[config.mk]
export PLATFORM = sky130hd
export DESIGN_NAME = flash_cache_loader_flat
export DESIGN_NICKNAME = d
export VERILOG_FILES = /design/src/rtl/flash_cache_loader_pkg.sv /design/src/rtl/flash_cache_loader_if.sv /design/src/rtl/flash_spi_shifter.sv /design/src/rtl/flash_cache_loader.sv /design/src/flat_wrapper.sv
export SDC_FILE = /design/constraint.sdc
export NUM_CORES = 1
export LEC_CHECK = 0
export ABC_AREA = 1
export CAP_MARGIN = 20
export CELL_PAD_IN_SITES_DETAIL_PLACEMENT = 1
export CELL_PAD_IN_SITES_GLOBAL_PLACEMENT = 2
export CORE_MARGIN = 1
export CORE_UTILIZATION = 33
export DETAILED_ROUTE_END_ITERATION = 8
export GPL_ROUTABILITY_DRIVEN = 0
export PLACE_DENSITY_LB_ADDON = 0.1
export SLEW_MARGIN = 20
export SYNTH_ARGS = -nofsm -noshare
export SYNTH_HDL_FRONTEND = slang
export SYNTH_HIERARCHICAL = 1
export SYNTH_SLANG_ARGS = --single-unit
[constraint.sdc]
create_clock -name clk -period 2.6 [get_ports clk]
set_input_delay 0.52 -clock clk [delete_from_list [all_inputs] [get_ports clk]]
set_output_delay 0.52 -clock clk [all_outputs]
set_load 0.1 [all_outputs]
[src/rtl/flash_cache_loader_pkg.sv]
// rtl/flash_cache_loader_pkg.sv - state encoding and SPI framing constants for the flash-to-cache loader
package flash_cache_loader_pkg;

   typedef logic [2:0] state_t;

   localparam state_t S_STARTUP = 3'd0;
   localparam state_t S_CMD     = 3'd1;
   localparam state_t S_ADDR    = 3'd2;
   localparam state_t S_READ    = 3'd3;
   localparam state_t S_WRITE   = 3'd4;
   localparam state_t S_WAIT    = 3'd5;
   localparam state_t S_DONE    = 3'd6;

   localparam logic [7:0] FLASH_CMD_READ = 8'h03;
   localparam int         CMD_ADDR_BITS  = 32;

   // Byte idx of the command+address frame, idx 0 being the command byte (sent first).
   function automatic logic [7:0] cmd_addr_byte(input logic [31:0] frame, input logic [1:0] idx);
      return frame[{~idx, 3'b000} +: 8];
   endfunction

endpackage

[src/rtl/flash_cache_loader_if.sv]
// rtl/flash_cache_loader_if.sv - SPI flash pins and cache write port bundled for the loader
interface flash_cache_loader_if;

   logic        flash_clk;
   logic        flash_mosi;
   logic        flash_miso;
   logic        flash_cs;
   logic [31:0] cache_address;
   logic [31:0] cache_data_in;
   logic [3:0]  cache_write_enable;
   logic        cache_busy;

   modport master (
      output flash_clk, flash_mosi, flash_cs,
      output cache_address, cache_data_in, cache_write_enable,
      input  flash_miso, cache_busy
   );

   modport slave (
      input  flash_clk, flash_mosi, flash_cs,
      input  cache_address, cache_data_in, cache_write_enable,
      output flash_miso, cache_busy
   );

endinterface

[src/rtl/flash_spi_shifter.sv]
// rtl/flash_spi_shifter.sv - mode-0 SPI byte engine: shifts tx_byte out MSB first while capturing rx_byte
module flash_spi_shifter #(
   parameter int SPI_HALF_PERIOD = 1
) (
   input  logic       clk,
   input  logic       rst,
   input  logic       start,
   input  logic [7:0] tx_byte,
   output logic       busy,
   output logic       done,
   output logic [7:0] rx_byte,
   output logic       sclk,
   output logic       mosi,
   input  logic       miso
);

   localparam logic [15:0] HP_LAST = 16'(SPI_HALF_PERIOD - 1);

   logic [15:0] hp_cnt;
   logic [2:0]  bit_cnt;
   logic [7:0]  tx_sr;

   always_ff @(posedge clk) begin
      if (rst) begin
         busy    <= 1'b0;
         done    <= 1'b0;
         rx_byte <= 8'h00;
         sclk    <= 1'b0;
         mosi    <= 1'b0;
         hp_cnt  <= 16'd0;
         bit_cnt <= 3'd0;
         tx_sr   <= 8'h00;
      end else begin
         done <= 1'b0;
         if (!busy) begin
            if (start) begin
               busy    <= 1'b1;
               sclk    <= 1'b0;
               mosi    <= tx_byte[7];
               tx_sr   <= {tx_byte[6:0], 1'b0};
               hp_cnt  <= 16'd0;
               bit_cnt <= 3'd0;
            end
         end else if (hp_cnt != HP_LAST) begin
            hp_cnt <= hp_cnt + 16'd1;
         end else begin
            hp_cnt <= 16'd0;
            if (!sclk) begin
               // miso is captured on the edge that raises sclk
               sclk    <= 1'b1;
               rx_byte <= {rx_byte[6:0], miso};
            end else begin
               sclk <= 1'b0;
               if (bit_cnt == 3'd7) begin
                  busy <= 1'b0;
                  done <= 1'b1;
                  mosi <= 1'b0;
               end else begin
                  bit_cnt <= bit_cnt + 3'd1;
                  mosi    <= tx_sr[7];
                  tx_sr   <= {tx_sr[6:0], 1'b0};
               end
            end
         end
      end
   end

endmodule

[src/rtl/flash_cache_loader.sv]
// rtl/flash_cache_loader.sv - boot copier streaming SPI NOR (READ 0x03) into the cache one word at a time
// FLASH_CACHE_LOADER_CHECKSUM_EN adds a running 32-bit sum of written words on port checksum.
module flash_cache_loader #(
   parameter int          STARTUP_WAIT     = 1_000_000,
   parameter logic [23:0] FLASH_START_ADDR = 24'h000000,
   parameter logic [31:0] CACHE_START_ADDR = 32'h0000_0000,
   parameter logic [31:0] TRANSFER_BYTES   = 32'h0020_0000,
   parameter int          SPI_HALF_PERIOD  = 1
) (
   input  logic                 clk,
   input  logic                 rst,
   flash_cache_loader_if.master fl_bus,
`ifdef FLASH_CACHE_LOADER_CHECKSUM_EN
   output logic [31:0]          checksum,
`endif
   output logic                 done
);

   import flash_cache_loader_pkg::*;

   localparam logic [31:0] CMD_ADDR_FRAME = {FLASH_CMD_READ, FLASH_START_ADDR};
   localparam logic [4:0]  LAST_HDR_BIT   = 5'(CMD_ADDR_BITS - 8);

   state_t      state;
   logic [31:0] wait_cnt;
   logic [31:0] byte_cnt;
   logic [31:0] word;
   logic [4:0]  bit_cnt;
   logic [1:0]  byte_idx;
   logic        wait_armed;

   logic        shift_start;
   logic        shift_busy;
   logic        shift_done;
   logic [7:0]  shift_tx;
   logic [7:0]  shift_rx;

   // A new byte is launched only once the previous one's done pulse has been consumed.
   always_comb begin
      shift_start = 1'b0;
      shift_tx    = 8'h00;
      if (state == S_CMD || state == S_ADDR)
         shift_tx = cmd_addr_byte(CMD_ADDR_FRAME, bit_cnt[4:3]);
      if ((state == S_CMD || state == S_ADDR || state == S_READ) && !shift_busy && !shift_done)
         shift_start = 1'b1;
   end

   flash_spi_shifter #(
      .SPI_HALF_PERIOD (SPI_HALF_PERIOD)
   ) u_shifter (
      .clk     (clk),
      .rst     (rst),
      .start   (shift_start),
      .tx_byte (shift_tx),
      .busy    (shift_busy),
      .done    (shift_done),
      .rx_byte (shift_rx),
      .sclk    (fl_bus.flash_clk),
      .mosi    (fl_bus.flash_mosi),
      .miso    (fl_bus.flash_miso)
   );

   always_ff @(posedge clk) begin
      if (rst) begin
         state                     <= S_STARTUP;
         wait_cnt                  <= 32'd0;
         byte_cnt                  <= 32'd0;
         word                      <= 32'd0;
         bit_cnt                   <= 5'd0;
         byte_idx                  <= 2'd0;
         wait_armed                <= 1'b0;
         fl_bus.flash_cs           <= 1'b1;
         fl_bus.cache_address      <= CACHE_START_ADDR;
         fl_bus.cache_data_in      <= 32'd0;
         fl_bus.cache_write_enable <= 4'b0000;
         done                      <= 1'b0;
`ifdef FLASH_CACHE_LOADER_CHECKSUM_EN
         checksum                  <= 32'd0;
`endif
      end else begin
         case (state)
            S_STARTUP: begin
               if (wait_cnt == 32'(STARTUP_WAIT)) begin
                  fl_bus.flash_cs <= 1'b0;
                  state           <= S_CMD;
               end else begin
                  wait_cnt <= wait_cnt + 32'd1;
               end
            end
            S_CMD, S_ADDR: begin
               if (shift_done) begin
                  bit_cnt <= bit_cnt + 5'd8;
                  state   <= (bit_cnt == LAST_HDR_BIT) ? S_READ : S_ADDR;
               end
            end
            S_READ: begin
               if (shift_done) begin
                  word[{byte_idx, 3'b000} +: 8] <= shift_rx;
                  byte_idx                      <= byte_idx + 2'd1;
                  if (byte_idx == 2'd3)
                     state <= S_WRITE;
               end
            end
            S_WRITE: begin
               fl_bus.cache_data_in      <= word;
               fl_bus.cache_write_enable <= 4'b1111;
               wait_armed                <= 1'b1;
               state                     <= S_WAIT;
            end
            S_WAIT: begin
               // cache_busy is not yet meaningful in the cycle right after the write is issued
               if (wait_armed) begin
                  wait_armed <= 1'b0;
               end else if (!fl_bus.cache_busy) begin
                  fl_bus.cache_write_enable <= 4'b0000;
                  fl_bus.cache_address      <= fl_bus.cache_address + 32'd4;
                  byte_cnt                  <= byte_cnt + 32'd4;
`ifdef FLASH_CACHE_LOADER_CHECKSUM_EN
                  checksum                  <= checksum + fl_bus.cache_data_in;
`endif
                  if (byte_cnt + 32'd4 == TRANSFER_BYTES) begin
                     fl_bus.flash_cs <= 1'b1;
                     done            <= 1'b1;
                     state           <= S_DONE;
                  end else begin
                     state <= S_READ;
                  end
               end
            end
            S_DONE: begin
               fl_bus.flash_cs <= 1'b1;
               done            <= 1'b1;
            end
            default: state <= S_STARTUP;
         endcase
      end
   end

endmodule

[src/flat_wrapper.sv]
// flat-port wrapper written by rule: the top's interface ports become plain ports
module flash_cache_loader_flat import flash_cache_loader_pkg::*;
#(
   parameter int          STARTUP_WAIT     = 1_000_000,
   parameter logic [23:0] FLASH_START_ADDR = 24'h000000,
   parameter logic [31:0] CACHE_START_ADDR = 32'h0000_0000,
   parameter logic [31:0] TRANSFER_BYTES   = 32'h0020_0000,
   parameter int          SPI_HALF_PERIOD  = 1
)
  (clk, rst, done, fl_bus_flash_clk, fl_bus_flash_mosi, fl_bus_flash_cs, fl_bus_cache_address, fl_bus_cache_data_in, fl_bus_cache_write_enable, fl_bus_flash_miso, fl_bus_cache_busy);
  flash_cache_loader_if fl_bus_i ();
  input  logic clk;
  input  logic rst;
  output logic done;
  output wire logic [$bits(fl_bus_i.flash_clk)-1:0] fl_bus_flash_clk;
  output wire logic [$bits(fl_bus_i.flash_mosi)-1:0] fl_bus_flash_mosi;
  output wire logic [$bits(fl_bus_i.flash_cs)-1:0] fl_bus_flash_cs;
  output wire logic [$bits(fl_bus_i.cache_address)-1:0] fl_bus_cache_address;
  output wire logic [$bits(fl_bus_i.cache_data_in)-1:0] fl_bus_cache_data_in;
  output wire logic [$bits(fl_bus_i.cache_write_enable)-1:0] fl_bus_cache_write_enable;
  input wire logic [$bits(fl_bus_i.flash_miso)-1:0] fl_bus_flash_miso;
  input wire logic [$bits(fl_bus_i.cache_busy)-1:0] fl_bus_cache_busy;
  assign fl_bus_flash_clk = fl_bus_i.flash_clk;
  assign fl_bus_flash_mosi = fl_bus_i.flash_mosi;
  assign fl_bus_flash_cs = fl_bus_i.flash_cs;
  assign fl_bus_cache_address = fl_bus_i.cache_address;
  assign fl_bus_cache_data_in = fl_bus_i.cache_data_in;
  assign fl_bus_cache_write_enable = fl_bus_i.cache_write_enable;
  assign fl_bus_i.flash_miso = fl_bus_flash_miso;
  assign fl_bus_i.cache_busy = fl_bus_cache_busy;
  flash_cache_loader #(.STARTUP_WAIT(STARTUP_WAIT), .FLASH_START_ADDR(FLASH_START_ADDR), .CACHE_START_ADDR(CACHE_START_ADDR), .TRANSFER_BYTES(TRANSFER_BYTES), .SPI_HALF_PERIOD(SPI_HALF_PERIOD)) u_core (.clk(clk), .rst(rst), .fl_bus(fl_bus_i), .done(done));
endmodule
* After elaboration in Yosys (flattened, before gate mapping) *
Cells that the tools add are included.

storage, ports and cells
  word-level logic and storage cells = 136
  bits in registers = 216
  output and inout bits = 72
  bits of input ports = 4

operators by class
  bitwise logic cells = 8
  equality and inequality tests = 21
  add/subtract/negate cells = 8
  shift-type cells = 3
  reduce and logical (&&, ||, !) cells = 26
  mux-type cells = 50

operator list
  cell                                                                           number
  32-bit by 3-bit adder with 32-bit output (second input constant)               2
  16-bit 2-to-1 mux                                                              3
  8-bit 2-to-1 mux                                                               6
  3-bit 2-to-1 mux                                                               12
  32-bit by 1-bit adder with 32-bit output (second input constant)               1
  32-bit bitwise mux                                                             1
  32-bit by 20-bit equality test with 1-bit output (second input constant)       1
  32-bit by 22-bit equality test with 1-bit output (second input constant)       1
  8-bit by 7-bit variable shift with 32-bit output (first input constant)        1
  32-bit by 6-bit variable part select with 8-bit output (first input constant)  1
  8-bit by 7-bit variable part select with 32-bit output                         1
  1-bit 2-to-1 mux                                                               21
  3-bit case mux with 6 select lines                                             1
  16-bit by 1-bit adder with 16-bit output (second input constant)               1
  16-bit nonzero test                                                            1
  2-bit inequality test (second input constant)                                  7
  3-bit equality test (second input constant)                                    4
  3-bit AND reduction                                                            4
  4-bit 2-to-1 mux                                                               2
  4-bit case mux with 2 select lines                                             1
  2-bit AND reduction                                                            4
  4-bit AND reduction                                                            2
  5-bit negator with 7-bit output                                                1
  1-bit inverter                                                                 7
  other kinds (21)                                                               30

* Logic depth before layout (Yosys ltp) *
  depth after elaboration = 8
  depth in mapped cells = 16
  mapped depth without buffers = 16

* Hierarchy *
The synthesis kept the hierarchy.

modules (own cells, without submodules)
  module              area an instance (um^2)  instances  seq. area each (um^2)  cells an instance
  flash_cache_loader  8394.3                   1          3343.2                 1254
  flash_spi_shifter   2123.3                   1          760.7                  313

* Least setup slack after synthesis *
OpenSTA, ideal clock, no wires.

  path kind = register to register
  start point = register u_core.fl_bus.cache_address[2]
  end point = register u_core.fl_bus.cache_address[28]
  required time = 2469 ps
  path buffers = 0
  stages on the path, launching flop included = 12
  setup slack = -70 ps
  library setup time = 131 ps
  arrival time = 2539 ps
  period minus slack after synthesis = 2670 ps
  cells stage by stage = dfxtp_1 ha_1 nand4_1 nor2_4 nand2_2 nor2_2 inv_2 nor3_4 nand3_2 nor2_4 nand3_1 nor3b_2

on the way
  cells in the longest elaborated chain, start to end = 1

RTL lines
  what                                      line                         text
  start, declared                           flash_cache_loader_if.sv:15  output cache_address, cache_data_in, cache_write_enable,
  start signal, assigned                    flash_cache_loader.sv:116    fl_bus.cache_address <= fl_bus.cache_address + 32'd4;
  32-bit by 3-bit adder with 32-bit output  flash_cache_loader.sv:116

No other way between the ends.
A chain may end at the register's enable or synchronous reset.

* Worst setup path in the final report *
  start point = register u_core.byte_cnt[3]
  end point = register u_core.fl_bus.flash_cs

on the way
  cells in the longest elaborated chain, start to end = 4

RTL lines
  what                                                               line                         text
  start, declared                                                    flash_cache_loader.sv:26     logic [31:0] byte_cnt;
  start signal, assigned                                             flash_cache_loader.sv:117    byte_cnt <= byte_cnt + 32'd4;
  32-bit by 3-bit adder with 32-bit output                           flash_cache_loader.sv:121    if (byte_cnt + 32'd4 == TRANSFER_BYTES) begin
  32-bit by 22-bit equality test with 1-bit output                   flash_cache_loader.sv:121
  2-bit by 1-bit inequality test with 1-bit output (no source line)  --
  5-bit AND reduction (no source line)                               --
  end signal, assigned                                               flash_cache_loader.sv:84     fl_bus.flash_cs <= 1'b0;
  end signal, assigned                                               flash_cache_loader.sv:122    fl_bus.flash_cs <= 1'b1;
  end signal, assigned                                               flash_cache_loader.sv:131    fl_bus.flash_cs <= 1'b1;
  end, declared                                                      flash_cache_loader_if.sv:14  output flash_clk, flash_mosi, flash_cs,

No other way between the ends.

==> flow_summary.yaml <==
outcome:
  status: "completed"
pwr:
  irDropWorstVdd_uv: 436
  swShare_pct: 22.1
  p_switching_w: 0.00150
  pwr-share-seq_pct: 46.5
  leakage_nw: 5.06
  pwr-share-comb_pct: 1.8
  power_density_nw_per_um2: 549
  total_power_w: 0.00677
  p_int_w: 0.00527
  clkPwrFrac_pct: 51.7
critical_path:
  worstSetupPathType: "flop to flop"
  startpoint_type: "flop"
  cp_max_fo: 5
  cp_data_arrival_time_ps: 2680
  required_ps: 3000
  crit_path_end_kind: "flop"
timing:
  fin_crit_ps: 2270
  maxSlewViolCount: 0
  hold_viol_final: 0
  period_share_pct: 87.5
  hold_ws_ps: 320
  rsz0062_at_grt: "no"
  max_freq_mhz: 440
  fin_ws_ps: 326
  clock_skew_ps: 8.67
  setup_tns_ps: 0
  relSlewSlack_pct: 53.1
  worst_slew_pin_slew_ps: 704
  setup_viol: 0
detailed_routing:
  finalWirelength_um: 30100
  wl_per_cell_um: 14.6
  dr.first_iter.drc_count: 354
  drtAntennaViolNets: 0
  dr_total_vias: 9974
  drc: 0
  firstDrtPassIters: 4
  via_per_inst: 4.85
floorplanning:
  die_w_um: 181
  dieHeight_um: 181
  start_util_pct: 33.4
  ios: 76
  coreArea_sq_um: 31500
  die_area_sq_um: 32600
  rows: 65
clocking:
  post_cts_buffers: 0
  cts.sinks: 205
  cts_resized: 0
  cts_made_buffers: 25
  path_clk_slew_ps: 60
  clock_latency_ps: 540
  clock_path_buffers: 3
  cts_tree: "done"
  htree_levels: 1
  cts_hold_buf: 0
  cts_root_buffer: "clkbuf_16"
layout:
  layout_common_cells: "345 x nand2_1, 240 x nor2_1, 202 x dfxtp_1"
  drive_above_1_share_pct: 11.0
  fin_nets: 1658
  area_growth_pct: 17.3
  design_area_sq_um: 12300
  diodes: 0
  final_common_cell: "nand2_1"
yosys:
  synth_cell_types: 48
  ys_seq_area_share_pct: 39.0
  syn_avg_cell_area_sq_um: 6.71
  netlist_instances: 1567
  ys_ff_latch: 205
  syn-cell-area_sq_um: 10500
  yosysWarnings: 6
flow_run:
  maxCapViolCount: 0
global_route:
  grt_max_degree: 91
  overflow: 0
  antenna_found_initial: 0
  grt_pass1_vias: 10058
  grt_use_total_pct: 18.6
  grt_pass1_wl_um: 50800
hold_path:
  hold_class: "input port to flop"
place:
  dpl_cell_area_sq_um: 11500
  io_buffers: 73
  preCtsSetupSlack_ps: 94.1
  post-dp-hpwl_um: 21600
## final cells by class
cell class | count | area (sq um)
clock buffers | 39 | 718
fillers | 4045 | 19100
clock inverters | 6 | 97.6
well taps | 402 | 503
inverters | 192 | 721
multi-input cells | 1119 | 5450
repair buffers | 95 | 743
flip-flops and latches | 205 | 4110
## worst paths after layout
check / from / endpoint / slack, ps / depth (start not counted)
hold reg to reg: u_core/word[16] / u_core/word[16] / 460 / 2
hold / removal: rst / u_core/u_shifter/mosi / 320 / 2
setup reg to reg: u_core/byte_cnt[3] / u_core/fl_bus.flash_cs / 330 / 16
setup / recovery: u_core/byte_cnt[3] / u_core/fl_bus.flash_cs / 330 / 16
## layer usage
| metal | part of all wire [%] | up-vias | track usage [%] |
|---|---|---|---|
| met5 | 0 | - | 0 |
| met4 | 2.0 | 0 | 4.24 |
| met3 | 2.6 | 38 | 2.32 |
| met2 | 45 | 117 | 31.4 |
| met1 | 50 | 4646 | 25.1 |
| li1 | - | 5173 | - |
## cells in the mapped netlist (all sizes together)
| master | number | share of area [%] |
|---|---|---|
| inv | 191 | 6.8 |
| xnor2 | 6 | 0.50 |
| clkinv | 1 | 0.036 |
| o211ai | 4 | 0.29 |
| nor2 | 262 | 10 |
| nor3 | 33 | 1.7 |
| or2 | 2 | 0.12 |
| and3 | 3 | 0.18 |
| o211a | 5 | 0.48 |
| and2 | 2 | 0.12 |
| a221oi | 1 | 0.083 |
| dfxtp | 205 | 39 |
| clkbuf | 39 | 1.4 |
| o21a | 5 | 0.36 |
| a21oi | 124 | 6.0 |
| xor2 | 27 | 2.2 |
| buf | 19 | 1.2 |
| conb | 1 | 0.036 |
| o21bai | 4 | 0.29 |
| o21ai | 118 | 5.7 |
| nor3b | 3 | 0.26 |
| mux2i | 6 | 0.57 |
| nand3b | 2 | 0.14 |
| nor4 | 13 | 0.77 |
| nand3 | 82 | 4.2 |
| ha | 16 | 1.9 |
| nand2 | 354 | 13 |
| nand4 | 30 | 1.8 |
| a31oi | 9 | 0.54 |
## power groups by stage
stage | clock network (W) | logic (W) | registers (W)
2_1_floorplan | 0 | 0.0000876 | 0.00322
3_3_place_gp | 0 | 0.000125 | 0.00322
3_5_place_dp | 0 | 0.000125 | 0.00322
4_1_cts | 0.00363 | 0.000126 | 0.00315
5_1_grt | 0.00375 | 0.000136 | 0.00315
6_report | 0.00350 | 0.000122 | 0.00315
## kinds of logic after synthesis
group	count (synthesis)	synth area share, %
mux	6	0.571
compound gates	270	13.6
flops	205	39.0
simple gates	786	32.6
buf+inv	250	9.46
xor+xnor	33	2.75
fa+ha+maj	16	1.90
other cells	1	0.0357
## flip-flops by register name, indices dropped and copies added, names as in the netlist
| register | cells |
|---|---|
| u_core/u_shifter/busy | 1 |
| u_core/fl_bus.cache_data_in | 32 |
| u_core/byte_cnt | 30 |
| u_core/u_shifter/mosi | 1 |
| u_core/u_shifter/sclk | 1 |
| u_core/wait_armed | 1 |
| u_core/fl_bus.cache_write_enable | 1 |
| u_core/u_shifter/hp_cnt | 16 |
| u_core/word | 32 |
| u_core/wait_cnt | 32 |
| u_core/byte_idx | 2 |
| u_core/u_shifter/tx_sr | 7 |
| u_core/bit_cnt | 2 |
| u_core/done | 1 |
| u_core/fl_bus.cache_address | 30 |
| u_core/u_shifter/rx_byte | 8 |
| u_core/u_shifter/bit_cnt | 3 |
| u_core/state | 3 |
| u_core/u_shifter/done | 1 |
| u_core/fl_bus.flash_cs | 1 |
## per-stage QoR
stage | util [%] | cells
finish | 39.2 | 2058
global route | 39.2 | 2058
CTS | 39.2 | 2058
detailed placement | 36.6 | 2013
global placement | 36.6 | 2013
floorplan | - | 1574
## critical path, stage by stage (launching register included)
cell and delay (ps):
dfxtp_1 360, ha_1 250, nand2_1 110, nor2_4 170, nand2_1 120, nor2_2 210
nand2_1 90, nand2_1 60, nand2_1 60, nor2_1 100, nand2_1 90, nor2_1 150
nand3_1 90, nand2_1 110, nand2_1 60, nand2_1 50, nand3_1 60
Power figures use the tool's default switching activity.
==> edit 1: new RTL, same flow settings <==
Put one more register stage on the output `done`. The value now appears one clock later. The other outputs are not delayed to match.
--- a/src/rtl/flash_cache_loader.sv
+++ b/src/rtl/flash_cache_loader.sv
@@ -22,2 +22,4 @@
    localparam logic [4:0]  LAST_HDR_BIT   = 5'(CMD_ADDR_BITS - 8);
+
+   logic done_s0;
 
@@ -75,3 +77,3 @@
          fl_bus.cache_write_enable <= 4'b0000;
-         done                      <= 1'b0;
+         done_s0                   <= 1'b0;
 `ifdef FLASH_CACHE_LOADER_CHECKSUM_EN
@@ -122,3 +124,3 @@
                      fl_bus.flash_cs <= 1'b1;
-                     done            <= 1'b1;
+                     done_s0         <= 1'b1;
                      state           <= S_DONE;
@@ -131,3 +133,3 @@
                fl_bus.flash_cs <= 1'b1;
-               done            <= 1'b1;
+               done_s0         <= 1'b1;
             end
@@ -138,2 +140,6 @@
 
+   always_ff @(posedge clk) begin
+      done <= done_s0;
+   end
+
 endmodule
Check against the original RTL: same outputs for any inputs over 4 cycles, from zero or initial values and one cycle with rst high; that may be too few to reach the edited logic, so the function may still have changed.
==> edit 1 against the original RTL <==
Count of clock-buffer cells in the layout fell by 5; sequential cell count is 1 higher; die area grew 0.19%; clock power is 4% higher; sequential power about the same; wire length increased by 0.52%; clock skew grew 5.3 ps; non-clock buffer count grew 3; design area grew 0.71%; setup slack improved by 14 ps; total power increased by 2.4%; synthesized cell count is essentially flat; synthesized area increased by 0.19%; critical path type unchanged; largest power group unchanged; highest routed layer unchanged.
==> edit 1: results <==
[run_status]
outcome = finished clean

[placed_design]
dp_hpwl_um = 21780

[yosys]
synthTopCellsByCount = nand2_1 (345), nor2_1 (241), dfxtp_1 (206)
async_flop_share_pct = 0
ys_seq_area_share_pct = 39.14
ys_top_cells_by_area = dfxtp_1 (39%), nand2_1 (12%), nor2_1 (8.6%)
synth_warnings = 6
ys_types = 48
synth_edf_count = 0

[min_path]
min_path_type = flop to flop
min_path_cells = 0
holdPathEnd = u_core/done$_DFF_P_
min-delay-start = u_core/done_s0$_SDFFE_PP0P_

[clock_tree]
h-tree-depth = 1
clk_path_buf_depth = 3
cts.clk_slew.worst_paths_ps = 60
post_cts_resized = 0
cts_made_buffers = 25
cts_root_buffer = clkbuf_16
clock_latency_ps = 530
cts_setup_buffers = 0

[layout]
fin_nets = 1662
top_regs = u_core/fl_bus.cache_data_in: 32 flops, u_core/wait_cnt: 32 flops, u_core/word: 32 flops
layout-drive-gt1-share_pct = 11.63
antenna_cells = 0

[global_route]
grt_pass1_wl_um = 51510
grt_usage_pct = 18.87
grt.met1_usage_pct = 25.35
antenna_found_initial = 0
grt_pass1_vias = 10182
grt_max_degree = 50
grt_use_met3_pct = 2.459
use_met2_pct = 32.26

[worst_setup_path]
r2r-end = u_core/done_s0$_SDFFE_PP0P_
worstRegToRegCells = 15
reg2reg_slack_ps = 340
path_max_fanout = 5
crit_arrival_ps = 2710
rr_startpoint = u_core/byte_cnt[3]$_SDFFE_PP0P_

[floorplanning]
core_area_mm2 = 0.03147

[pwr]
max-vdd-ir-drop_v = 0.0004059
power_leakage_nw = 5.109

[sta]
relSlewSlack_pct = 50.06
finalHoldViolations = 0
hold_slack_ps = 357.1
skew_ps = 13.97

[drt]
dr.pass1.iters = 4
via_per_inst = 4.868
wl_per_cell_um = 14.67
dr.first_iter.drc_count = 387
==> edit 1: changes by cell type after synthesis <==
cell,delta
dfxtp_1,+1
==> edit 1: per-layer routing <==
layer | wire (um) | part of all wire [%] | vias up
met1 | 15090 | 50 | 4707
li1 | - | - | 5179
met2 | 13700 | 45 | 117
met4 | 446 | 1.5 | 0
met3 | 1004 | 3.3 | 35
met5 | 0 | 0 | -
==> edit 1: cell type report <==
| cell class | count | area [um^2] |
|---|---|---|
| Clock buffer | 34 | 719.4 |
| Clock inverter | 11 | 133.9 |
| Fill cell | 4089 | 19050 |
| Inverter | 192 | 720.7 |
| Multi-Input combinational cell | 1119 | 5455 |
| Sequential cell | 206 | 4128 |
| Tap cell | 402 | 503.0 |
| Timing Repair Buffer | 98 | 765.7 |
==> edit 1: how the worst max path moves through the flow <==
stage / to / cells past startpoint / from / slack, ps
global route: u_core/done_s0$_SDFFE_PP0P_ / 15 / u_core/byte_cnt[3]$_SDFFE_PP0P_ / 20
finish: u_core/done_s0$_SDFFE_PP0P_ / 15 / u_core/byte_cnt[3]$_SDFFE_PP0P_ / 340
floorplan: u_core/fl_bus.cache_address[28]$_SDFFE_PP0P_ / 12 / u_core/fl_bus.cache_address[6]$_SDFFE_PP0P_ / 2
detailed placement: u_core/fl_bus.cache_address[28]$_SDFFE_PP0P_ / 12 / fl_bus_cache_busy / 70
global placement: u_core/fl_bus.cache_address[28]$_SDFFE_PP0P_ / 12 / fl_bus_cache_busy / 70
CTS: u_core/done_s0$_SDFFE_PP0P_ / 15 / u_core/byte_cnt[3]$_SDFFE_PP0P_ / 230
==> edit 1: stage by stage <==
step                      area, um^2  power (mW)  cells  utilization (%)  setup WS (ps)
after floorplan                10570       3.319   1575                -          2.118
after global placement         11560       3.360   2017            36.74          69.39
after detailed placement       11560       3.361   2017            36.74          65.25
after CTS                      12420       7.066   2062            39.46          233.2
after global routing           12430       7.208   2062            39.48          17.89
final                          12430       6.936   2062            39.48          340.0
==> edit 1: worst max-delay path: stages, from the launching register on <==
cell and delay (ps):
dfxtp_1 370, ha_2 230, nand2_1 100, nor2_4 160
nand2_1 140, nor2_4 210, nand2_1 70, nand2_1 60
nand2_1 60, nor2_1 100, nand2_1 80, nor2_1 140
nand3_1 90, nand2_1 120, nand3_1 120, a21oi_1 130
==> edit 1: report_power, final <==
part / leakage, nW / internal, mW / switching, mW
logic: 3.02 / 0.0321 / 0.0943
clock network: 0.429 / 2.23 / 1.42
registers: 1.66 / 3.16 / 0.00252
==> edit 1: kinds of logic after synthesis <==
group	count (synthesis)	share of synthesized area, %
buf+inv	250	9.440
mux	6	0.5700
other cells	1	0.03559
simple gates	786	32.56
xor+xnor	33	2.743
compound gates	270	13.62
fa+ha+maj	16	1.900
flops	206	39.14
==> edit 2: new RTL, config.mk and constraints unchanged <==
Without the edit above. `TRANSFER_BYTES` is set to 32'h0020_0000 in 2 places; all go to 32'h00100000.
--- a/src/rtl/flash_cache_loader.sv
+++ b/src/rtl/flash_cache_loader.sv
@@ -6,3 +6,3 @@
    parameter logic [31:0] CACHE_START_ADDR = 32'h0000_0000,
-   parameter logic [31:0] TRANSFER_BYTES   = 32'h0020_0000,
+   parameter logic [31:0] TRANSFER_BYTES   = 32'h00100000,
    parameter int          SPI_HALF_PERIOD  = 1
--- a/src/flat_wrapper.sv
+++ b/src/flat_wrapper.sv
@@ -6,3 +6,3 @@
    parameter logic [31:0] CACHE_START_ADDR = 32'h0000_0000,
-   parameter logic [31:0] TRANSFER_BYTES   = 32'h0020_0000,
+   parameter logic [31:0] TRANSFER_BYTES   = 32'h00100000,
    parameter int          SPI_HALF_PERIOD  = 1
Function: no difference found for any inputs over 4 cycles, from zero or initial values and one cycle with rst high; that may be too few to reach the edited logic, so the function may still have changed.
==> edit 2 against the original RTL <==
Wire length up 11%; synthesized area up 1.9%; design area up 1.7%; hold slack better by 150 ps; largest cell class unchanged; total power up 0.56%; core utilization up 0.35 points; setup slack worse by 140 ps; sequential cell count unchanged.
==> edit 2: results <==
[yosys]
ys_seq_area_share_pct = 38.29
ys_top_cells_by_area = dfxtp_1 (38%), nand2_1 (12%), nor2_1 (9.1%)
synthTopCellsByCount = nand2_1 (342), nor2_1 (260), dfxtp_1 (205)

[global_route]
grt_pass1_wl_um = 55870
grt_use_met3_pct = 2.455
grt_usage_pct = 20.62
grt_pass1_vias = 10509
use_met2_pct = 36.61
grt.met1_usage_pct = 26.66

[layout]
nMultiInputCombCells = 1143
fillers = 4076
multi_input_area_share_pct = 44.82
fin_nets = 1694
final-clk-cell-share_pct = 6.683
top_regs = u_core/fl_bus.cache_data_in: 32 flops, u_core/wait_cnt: 32 flops, u_core/word: 32 flops
layout-drive-gt1-share_pct = 11.47
buf_share_pct = 5.665
seq_cell_count = 205
inverters = 204

[pwr]
power_leakage_nw = 5.336
max-vdd-ir-drop_v = 0.0004256
p_int_mw = 5.299
pg_clk_mw = 3.54

[worst_setup_path]
r2r-end = u_core/state[2]$_SDFFE_PP0P_
path_max_fanout = 6
reg2reg_slack_ps = 190
worstRegToRegCells = 14
crit_start = u_core/byte_cnt[5]$_SDFFE_PP0P_

[sta]
worst_pin_slew_ps = 753.7
skew_ps = 12.39
hold_slack_ps = 468.4

[placed_design]
dp_hpwl_um = 24560
placed_cell_area_mm2 = 0.01170

[drt]
routed_wl_um = 33530
via_per_inst = 4.961
dr.first_iter.drc_count = 424

[min_path]
holdPathEnd = u_core/word[2]$_SDFFE_PP0P_
min-delay-start = u_core/word[2]$_SDFFE_PP0P_
min_path_type = flop to flop

[run_status]
outcome = finished clean

[floorplanning]
die_x_um = 182.2

[clock_tree]
cts_made_buffers = 26
## edit 2: cell count changes after synthesis, moves of 7 or more
| cell | delta |
|---|---|
| nor2_1 | +19 |
| inv_1 | +11 |
| nand3_1 | +11 |
| a21oi_1 | -8 |
| o21ai_0 | -10 |
| a31oi_1 | +7 |
| nand4_1 | +8 |
## edit 2: per-stage QoR
stage,setup slack [ps],std cells,utilization (%)
final,186.4,2093,39.55
after global routing,9.534,2093,39.55
after CTS,176.5,2093,39.53
after detailed placement,194.2,2048,36.89
after global placement,231.7,2048,36.89
after floorplan,94.98,1606,-
## edit 2: metal layers
layer	vias up	part of all wire [%]
li1	5294	-
met1	4939	48
met2	116	47
met3	34	2.5
met4	0	1.6
met5	-	0
## edit 2: cell families (layout without fill, tap and decap cells)
logic type	count (synthesis)	count (layout)	share of synthesized area, %
simple gates	826	826	34.50
compound gates	261	261	13.06
buf+inv	258	343	9.561
flops	205	205	38.29
xor+xnor	26	26	2.125
fa+ha+maj	16	16	1.868
mux	6	6	0.5604
other cells	1	8	0.03499
